`config.mk`:
```
export PLATFORM = sky130hd
export DESIGN_NAME = mem_align_unit_flat
export DESIGN_NICKNAME = d
export VERILOG_FILES = /design/src/rtl/mem_align_unit_if.sv /design/src/rtl/mem_align_unit.sv /design/src/flat_wrapper.sv
export SDC_FILE = /design/constraint.sdc
export NUM_CORES = 1
export LEC_CHECK = 0
export ABC_AREA = 1
export CAP_MARGIN = 15
export CORE_UTILIZATION = 40
export DETAILED_ROUTE_END_ITERATION = 8
export DONT_BUFFER_PORTS = 1
export GPL_ROUTABILITY_DRIVEN = 0
export SLEW_MARGIN = 20
export SYNTH_ARGS = -nofsm -noshare
export SYNTH_HDL_FRONTEND = slang
export SYNTH_SLANG_ARGS = --single-unit
```
`constraint.sdc`:
```
create_clock -name clk -period 3.1 [get_ports clk]
set_input_delay 0.93 -clock clk [delete_from_list [all_inputs] [get_ports clk]]
set_output_delay 0.93 -clock clk [all_outputs]
set_load 0.01 [all_outputs]
```
`src/rtl/mem_align_unit_if.sv`:
```
// Request/response and memory-port bundle for mem_align_unit.
// slave: the alignment unit's view; master: the core plus memory side.
interface mem_align_unit_if #(
    parameter int unsigned XLEN = 32
);
    localparam int unsigned B = XLEN / 8;

    logic            req_valid;
    logic            req_ready;
    logic            req_write;
    logic [1:0]      req_size;
    logic            req_signed;
    logic [XLEN-1:0] req_addr;
    logic [XLEN-1:0] req_wdata;
    logic            resp_valid;
    logic [XLEN-1:0] resp_rdata;
    logic            resp_misaligned;
    logic            mem_read;
    logic            mem_write;
    logic [B-1:0]    mem_byte_enable;
    logic [XLEN-1:0] mem_address;
    logic [XLEN-1:0] mem_wdata;
    logic [XLEN-1:0] mem_rdata;
    logic            mem_resp;

    modport slave (
        input  req_valid, req_write, req_size, req_signed, req_addr, req_wdata,
        input  mem_rdata, mem_resp,
        output req_ready, resp_valid, resp_rdata, resp_misaligned,
        output mem_read, mem_write, mem_byte_enable, mem_address, mem_wdata
    );

    modport master (
        output req_valid, req_write, req_size, req_signed, req_addr, req_wdata,
        output mem_rdata, mem_resp,
        input  req_ready, resp_valid, resp_rdata, resp_misaligned,
        input  mem_read, mem_write, mem_byte_enable, mem_address, mem_wdata
    );
endinterface

```
`src/rtl/mem_align_unit.sv`:
```
// Load/store alignment unit: splits bus-word-crossing accesses into two beats and extends loads.
// Optional MEM_ALIGN_TRAP_EN: crossing accesses are not executed and are flagged as misaligned.
module mem_align_unit #(
    parameter int unsigned XLEN = 32,
    parameter int unsigned OFFW = $clog2(XLEN / 8)
) (
    input logic             clk,
    input logic             rst,
    mem_align_unit_if.slave bus
);
    localparam int unsigned B  = XLEN / 8;
    localparam int unsigned B2 = 2 * B;

    typedef enum logic [1:0] {StIdle, StBeat1, StBeat2, StDone} state_e;

    state_e          state_q, state_d;
    logic            write_q, write_d;
    logic            signed_q, signed_d;
    logic [1:0]      size_q, size_d;
    logic [OFFW-1:0] off_q, off_d;
    logic            split_q, split_d;
    logic [XLEN-1:0] base_q, base_d;
    logic [B-1:0]    be2_q, be2_d;
    logic [XLEN-1:0] wd2_q, wd2_d;
    logic [XLEN-1:0] beat1_q, beat1_d;
    logic            req_ready_q, req_ready_d;
    logic            mem_read_q, mem_read_d;
    logic            mem_write_q, mem_write_d;
    logic [B-1:0]    be_q, be_d;
    logic [XLEN-1:0] maddr_q, maddr_d;
    logic [XLEN-1:0] mwdata_q, mwdata_d;
    logic            resp_valid_q, resp_valid_d;
    logic [XLEN-1:0] resp_rdata_q, resp_rdata_d;
`ifdef MEM_ALIGN_TRAP_EN
    logic            resp_mis_q, resp_mis_d;
`endif

    logic [1:0]        req_size_eff;
    logic [OFFW-1:0]   req_off;
    logic [3:0]        req_n;
    logic              req_split;
    logic [B2-1:0]     lane_mask;
    logic [B2-1:0]     req_be_full;
    logic [2*XLEN-1:0] req_wd_full;
    logic              strobe;

    // Join the two beats, keep the accessed bytes and extend from the top kept bit.
    function automatic logic [XLEN-1:0] load_extend(
        input logic [XLEN-1:0] b1,
        input logic [XLEN-1:0] b2,
        input logic [OFFW-1:0] off,
        input logic [1:0]      size,
        input logic            sgn
    );
        logic [XLEN-1:0] raw;
        logic [XLEN-1:0] keep;
        int unsigned     nbits;
        logic            msb;
        raw   = (b1 >> {off, 3'b000}) | (b2 << (XLEN - 8 * 32'(off)));
        nbits = 32'd8 << size;
        keep  = (nbits >= XLEN) ? '1 : ((XLEN'(1) << nbits) - XLEN'(1));
        msb   = |(raw & keep & ~(keep >> 1));
        return (sgn && msb) ? (raw | ~keep) : (raw & keep);
    endfunction

    always_comb begin
        req_size_eff = bus.req_size;
        if (XLEN == 32 && bus.req_size == 2'd3) req_size_eff = 2'd2;
        req_off     = bus.req_addr[OFFW-1:0];
        req_n       = 4'd1 << req_size_eff;
        req_split   = (32'(req_off) + 32'(req_n)) > B;
        lane_mask   = B2'((32'd1 << req_n) - 32'd1);
        // Upper halves of the double-width shifts are exactly the second-beat lanes/data.
        req_be_full = lane_mask << req_off;
        req_wd_full = {{XLEN{1'b0}}, bus.req_wdata} << {req_off, 3'b000};
    end

    assign strobe = mem_read_q | mem_write_q;

    always_comb begin
        state_d      = state_q;
        write_d      = write_q;
        signed_d     = signed_q;
        size_d       = size_q;
        off_d        = off_q;
        split_d      = split_q;
        base_d       = base_q;
        be2_d        = be2_q;
        wd2_d        = wd2_q;
        beat1_d      = beat1_q;
        mem_read_d   = mem_read_q;
        mem_write_d  = mem_write_q;
        be_d         = be_q;
        maddr_d      = maddr_q;
        mwdata_d     = mwdata_q;
        resp_valid_d = 1'b0;
        resp_rdata_d = '0;
`ifdef MEM_ALIGN_TRAP_EN
        resp_mis_d   = 1'b0;
`endif
        unique case (state_q)
            StIdle: begin
                if (bus.req_valid) begin
                    write_d  = bus.req_write;
                    signed_d = bus.req_signed;
                    size_d   = req_size_eff;
                    off_d    = req_off;
                    split_d  = req_split;
                    base_d   = {bus.req_addr[XLEN-1:OFFW], {OFFW{1'b0}}};
                    be2_d    = req_be_full[B2-1:B];
                    wd2_d    = req_wd_full[2*XLEN-1:XLEN];
`ifdef MEM_ALIGN_TRAP_EN
                    if (req_split) begin
                        state_d      = StDone;
                        resp_valid_d = 1'b1;
                        resp_mis_d   = 1'b1;
                    end else
`endif
                    begin
                        state_d     = StBeat1;
                        mem_read_d  = ~bus.req_write;
                        mem_write_d = bus.req_write;
                        be_d        = req_be_full[B-1:0];
                        maddr_d     = {bus.req_addr[XLEN-1:OFFW], {OFFW{1'b0}}};
                        mwdata_d    = req_wd_full[XLEN-1:0];
                    end
                end
            end
            StBeat1: begin
                if (bus.mem_resp) begin
                    mem_read_d  = 1'b0;
                    mem_write_d = 1'b0;
                    beat1_d     = bus.mem_rdata;
                    if (split_q) begin
                        state_d  = StBeat2;
                        maddr_d  = base_q + XLEN'(B);
                        be_d     = be2_q;
                        mwdata_d = wd2_q;
                    end else begin
                        state_d      = StDone;
                        resp_valid_d = 1'b1;
                        resp_rdata_d = write_q ? '0 :
                            load_extend(bus.mem_rdata, '0, off_q, size_q, signed_q);
                    end
                end
            end
            StBeat2: begin
                // Entered with strobes low; they rise one cycle later to leave a gap.
                if (strobe && bus.mem_resp) begin
                    mem_read_d   = 1'b0;
                    mem_write_d  = 1'b0;
                    state_d      = StDone;
                    resp_valid_d = 1'b1;
                    resp_rdata_d = write_q ? '0 :
                        load_extend(beat1_q, bus.mem_rdata, off_q, size_q, signed_q);
                end else begin
                    mem_read_d  = ~write_q;
                    mem_write_d = write_q;
                end
            end
            StDone: state_d = StIdle;
            default: state_d = StIdle;
        endcase
        req_ready_d = (state_d == StIdle);
    end

    always_ff @(posedge clk) begin
        if (!rst) begin
            state_q      <= StIdle;
            write_q      <= 1'b0;
            signed_q     <= 1'b0;
            size_q       <= '0;
            off_q        <= '0;
            split_q      <= 1'b0;
            base_q       <= '0;
            be2_q        <= '0;
            wd2_q        <= '0;
            beat1_q      <= '0;
            req_ready_q  <= 1'b1;
            mem_read_q   <= 1'b0;
            mem_write_q  <= 1'b0;
            be_q         <= '0;
            maddr_q      <= '0;
            mwdata_q     <= '0;
            resp_valid_q <= 1'b0;
            resp_rdata_q <= '0;
`ifdef MEM_ALIGN_TRAP_EN
            resp_mis_q   <= 1'b0;
`endif
        end else begin
            state_q      <= state_d;
            write_q      <= write_d;
            signed_q     <= signed_d;
            size_q       <= size_d;
            off_q        <= off_d;
            split_q      <= split_d;
            base_q       <= base_d;
            be2_q        <= be2_d;
            wd2_q        <= wd2_d;
            beat1_q      <= beat1_d;
            req_ready_q  <= req_ready_d;
            mem_read_q   <= mem_read_d;
            mem_write_q  <= mem_write_d;
            be_q         <= be_d;
            maddr_q      <= maddr_d;
            mwdata_q     <= mwdata_d;
            resp_valid_q <= resp_valid_d;
            resp_rdata_q <= resp_rdata_d;
`ifdef MEM_ALIGN_TRAP_EN
            resp_mis_q   <= resp_mis_d;
`endif
        end
    end

    assign bus.req_ready       = req_ready_q;
    assign bus.resp_valid      = resp_valid_q;
    assign bus.resp_rdata      = resp_rdata_q;
    assign bus.mem_read        = mem_read_q;
    assign bus.mem_write       = mem_write_q;
    assign bus.mem_byte_enable = be_q;
    assign bus.mem_address     = maddr_q;
    assign bus.mem_wdata       = mwdata_q;
`ifdef MEM_ALIGN_TRAP_EN
    assign bus.resp_misaligned = resp_mis_q;
`else
    assign bus.resp_misaligned = 1'b0;
`endif
endmodule

```
`src/flat_wrapper.sv`:
```
// flat-port wrapper written by rule: the top's interface ports become plain ports
module mem_align_unit_flat 
#(
    parameter int unsigned XLEN = 32,
    parameter int unsigned OFFW = $clog2(XLEN / 8)
)
  (clk, rst, bus_req_valid, bus_req_write, bus_req_size, bus_req_signed, bus_req_addr, bus_req_wdata, bus_mem_rdata, bus_mem_resp, bus_req_ready, bus_resp_valid, bus_resp_rdata, bus_resp_misaligned, bus_mem_read, bus_mem_write, bus_mem_byte_enable, bus_mem_address, bus_mem_wdata);
  mem_align_unit_if #(.XLEN(XLEN)) bus_i ();
  input logic clk;
  input logic rst;
  input wire logic [$bits(bus_i.req_valid)-1:0] bus_req_valid;
  input wire logic [$bits(bus_i.req_write)-1:0] bus_req_write;
  input wire logic [$bits(bus_i.req_size)-1:0] bus_req_size;
  input wire logic [$bits(bus_i.req_signed)-1:0] bus_req_signed;
  input wire logic [$bits(bus_i.req_addr)-1:0] bus_req_addr;
  input wire logic [$bits(bus_i.req_wdata)-1:0] bus_req_wdata;
  input wire logic [$bits(bus_i.mem_rdata)-1:0] bus_mem_rdata;
  input wire logic [$bits(bus_i.mem_resp)-1:0] bus_mem_resp;
  output wire logic [$bits(bus_i.req_ready)-1:0] bus_req_ready;
  output wire logic [$bits(bus_i.resp_valid)-1:0] bus_resp_valid;
  output wire logic [$bits(bus_i.resp_rdata)-1:0] bus_resp_rdata;
  output wire logic [$bits(bus_i.resp_misaligned)-1:0] bus_resp_misaligned;
  output wire logic [$bits(bus_i.mem_read)-1:0] bus_mem_read;
  output wire logic [$bits(bus_i.mem_write)-1:0] bus_mem_write;
  output wire logic [$bits(bus_i.mem_byte_enable)-1:0] bus_mem_byte_enable;
  output wire logic [$bits(bus_i.mem_address)-1:0] bus_mem_address;
  output wire logic [$bits(bus_i.mem_wdata)-1:0] bus_mem_wdata;
  assign bus_i.req_valid = bus_req_valid;
  assign bus_i.req_write = bus_req_write;
  assign bus_i.req_size = bus_req_size;
  assign bus_i.req_signed = bus_req_signed;
  assign bus_i.req_addr = bus_req_addr;
  assign bus_i.req_wdata = bus_req_wdata;
  assign bus_i.mem_rdata = bus_mem_rdata;
  assign bus_i.mem_resp = bus_mem_resp;
  assign bus_req_ready = bus_i.req_ready;
  assign bus_resp_valid = bus_i.resp_valid;
  assign bus_resp_rdata = bus_i.resp_rdata;
  assign bus_resp_misaligned = bus_i.resp_misaligned;
  assign bus_mem_read = bus_i.mem_read;
  assign bus_mem_write = bus_i.mem_write;
  assign bus_mem_byte_enable = bus_i.mem_byte_enable;
  assign bus_mem_address = bus_i.mem_address;
  assign bus_mem_wdata = bus_i.mem_wdata;
  mem_align_unit #(.XLEN(XLEN), .OFFW(OFFW)) u_core (.clk(clk), .rst(rst), .bus(bus_i));
endmodule
```
==> flow_summary.toml <==
[run_status]
status = "completed"

[power]
finalPower_mw = 7.90
ir_worst_vdd_mv = 0.397
p_per_area_nw_per_um2 = 664
p_leak_nw = 4.72

[route]
routed_wl_um = 35500
final_antenna_net_count = 0
drcViolationCount = 0
via_per_inst = 5.61
vias = 10942
route.detailed.wl_per_inst_um = 18.2
drt-initial-drc-count = 1093
drt_pre_antenna_iters = 5

[sta]
worstMarginPinSlew_ps = 935
layout_min_cycle_time_ps = 2490
relSlewSlack = 0.377
slew_viol_final = 0
final-setup-viol-count = 0
rsz0062_at_grt = "no"
fmax_ghz = 0.402
min_period_over_period = 0.803
hold_viol_final = 0
setup-tns-final_ps = 0
fin_skew_ps = 14.6

[synth]
ys_seq_area_frac = 0.367
synthesis.instances = 1656
synth_edf_count = 0
synth_cell_type_count = 50
netlist_area_sq_um = 11000
synthArstFlopShare = 0
synth-seq-cells = 201
syn-mean-instance-area_sq_um = 6.62
yosys_warnings = 0
synth-main-ff-cell = "dfxtp_1"

[hold_path]
hold_class = "reg -> reg"

[clock_network]
clk_pin_slew_ps = 60
insertion_delay_ps = 520
cts_buffer_depth = 3
cts_tree = "built"
cts_resized = 0
htreeDepth = 1
postCtsHoldBufs = 0
clock-root-buffer = "clkbuf_16"
cts_made_buffers = 24
clock_sinks = 201
cts_setup_buffers = 0

[cells_and_area]
fin_nets = 1704
drive_gt1_frac = 0.0727
diodes = 0
area_delta_synth_final_pct = 8.46
design_area_sq_um = 11900
final_util = 0.442

[grt]
grt_max_degree = 131
antenna_found_initial = 0
overflow = 0
grt_pass1_vias = 10036
grtUsageTotal = 0.249
grt_pass1_wl_um = 56100

[floorplan]
fp.dieH_um = 168
core_area_sq_um = 26900
ios = 209
die_area_sq_um = 28100
die_x_um = 168
initial_utilization = 0.408
row_count = 60

[place]
place_area_sq_um = 11000
portBuffers = 0
hpwl_um = 23800

[critical_path]
worstPathArrival_ps = 2910
crit_type = "reg -> reg"
worstSetupEndpointType = "flop"
cp-start-kind = "flop"
crit_required_ps = 3520
cp_max_fo = 58

[flow_run]
maxCapViolations = 0
[per-stage QoR]
stage / setup slack [ps] / hold WS (ps) / cells
3_3_place_gp: 547 / 422 / 1906
4_1_cts: 609 / 438 / 1950
3_5_place_dp: 486 / 429 / 1906
2_1_floorplan: 745 / 415 / 1658
5_1_grt: 295 / 465 / 1950
6_report: 610 / 436 / 1950
[Yosys cell counts, types with 2 or more instances]
library cell	instances	area [sq um]
a211oi_1	2	15.0
buf_1	8	30.0
clkbuf_2	3	15.0
nand4_1	12	75.1
nand3b_1	5	37.5
dfxtp_1	201	4020
o221ai_1	5	43.8
or2_2	2	12.5
inv_1	122	458
nand3_1	104	521
buf_6	8	90.1
a22oi_1	9	67.6
or2_1	2	12.5
o22ai_1	2	12.5
clkinv_1	3	11.3
o211ai_1	31	233
ha_1	8	100
a21oi_1	225	1130
buf_2	27	135
a21oi_2	10	87.6
nand2_2	14	87.6
clkbuf_1	56	210
xor2_1	9	78.8
nand2_4	2	22.5
nor2_2	4	25.0
o21ai_1	3	15.0
o21ai_2	2	17.5
a31oi_1	21	131
nor3_1	3	15.0
o21ai_0	186	931
inv_2	6	22.5
buf_4	12	90.1
nand2_1	370	1390
nand3_2	3	30.0
nor2_4	2	22.5
nor2_1	160	601
[layout by cell type, fill, tap and decap left out, types with 14 or more instances in the layout]
cell,count
clkbuf_16,25
nand3_1,104
nor2_1,159
o21ai_0,186
buf_4,22
inv_1,122
a31oi_1,21
o211ai_1,31
nand2_2,14
a21oi_1,225
nand2_1,370
dfxtp_1,200
[report_power, final]
| group | switching [mW] | total [mW] | internal (mW) |
|---|---|---|---|
| clock network | 1.17 | 3.23 | 2.06 |
| logic | 1.05 | 1.52 | 0.464 |
| registers | 0.291 | 3.15 | 2.85 |
[sequential cells by signal, indices dropped and copies added, names as in the netlist]
signal	count
u_core.beat1_q	32
u_core.bus.mem_byte_enable	4
u_core.split_q	1
u_core.wd2_q	24
u_core.bus.mem_address	30
u_core.bus.mem_write	1
u_core.write_q	1
u_core.bus.req_ready	1
u_core.bus.resp_rdata	32
u_core.bus.mem_wdata	32
u_core.base_q	30
u_core.bus.mem_read	1
u_core.bus.resp_valid	1
u_core.off_q	2
u_core.size_q	2
u_core.state_q	2
u_core.signed_q	1
u_core.be2_q	4
[cell type report]
| cell class | instances | area, sq um |
|---|---|---|
| fill | 2772 | 15000 |
| multi-input combinational | 1209 | 5850 |
| sequential | 201 | 4030 |
| clock buffer | 31 | 688 |
| inverter | 133 | 507 |
| tap | 341 | 427 |
| clock inverter | 13 | 224 |
| timing repair buffer | 22 | 165 |
[routing by layer]
metal	vias up	part of all wire	global-route usage
met1	5046	0.44	0.334
met2	468	0.44	0.394
met4	0	0.023	0.0642
met5	-	0	0
li1	5375	-	-
met3	53	0.096	0.0676
[cell families after synthesis]
group | after synthesis | synth area share
AND/OR/NAND/NOR | 684 | 0.262
other | 1 | 0.000342
multiplexers | 1 | 0.000914
buffers and inverters | 248 | 0.100
XOR/XNOR | 10 | 0.00799
adder cells (fa/ha/maj) | 9 | 0.0110
AO/OA/AOI/OAI | 502 | 0.250
flip-flops | 201 | 0.367
[worst max-delay path, stage by stage, from the launching register on]
cell      delay [ps]
dfxtp_1          400
inv_1             90
ha_1             260
inv_2             70
or2_1            170
a31oi_4          100
inv_2            660
buf_4            370
nand2_1           80
o211ai_1          80
inv_1             70
[path summary, 6_finish.rpt]
check | startpoint | endpoint | slack, ps | depth (start not counted)
max | u_core.state_q[0] | u_core.bus.mem_address[9] | 610 | 10
min | u_core.be2_q[3] | u_core.be2_q[3] | 440 | 2
max reg2reg | u_core.state_q[0] | u_core.bus.mem_address[9] | 610 | 10
min reg2reg | u_core.be2_q[3] | u_core.be2_q[3] | 440 | 2
Note: power is estimated with default switching activity, not from simulation.
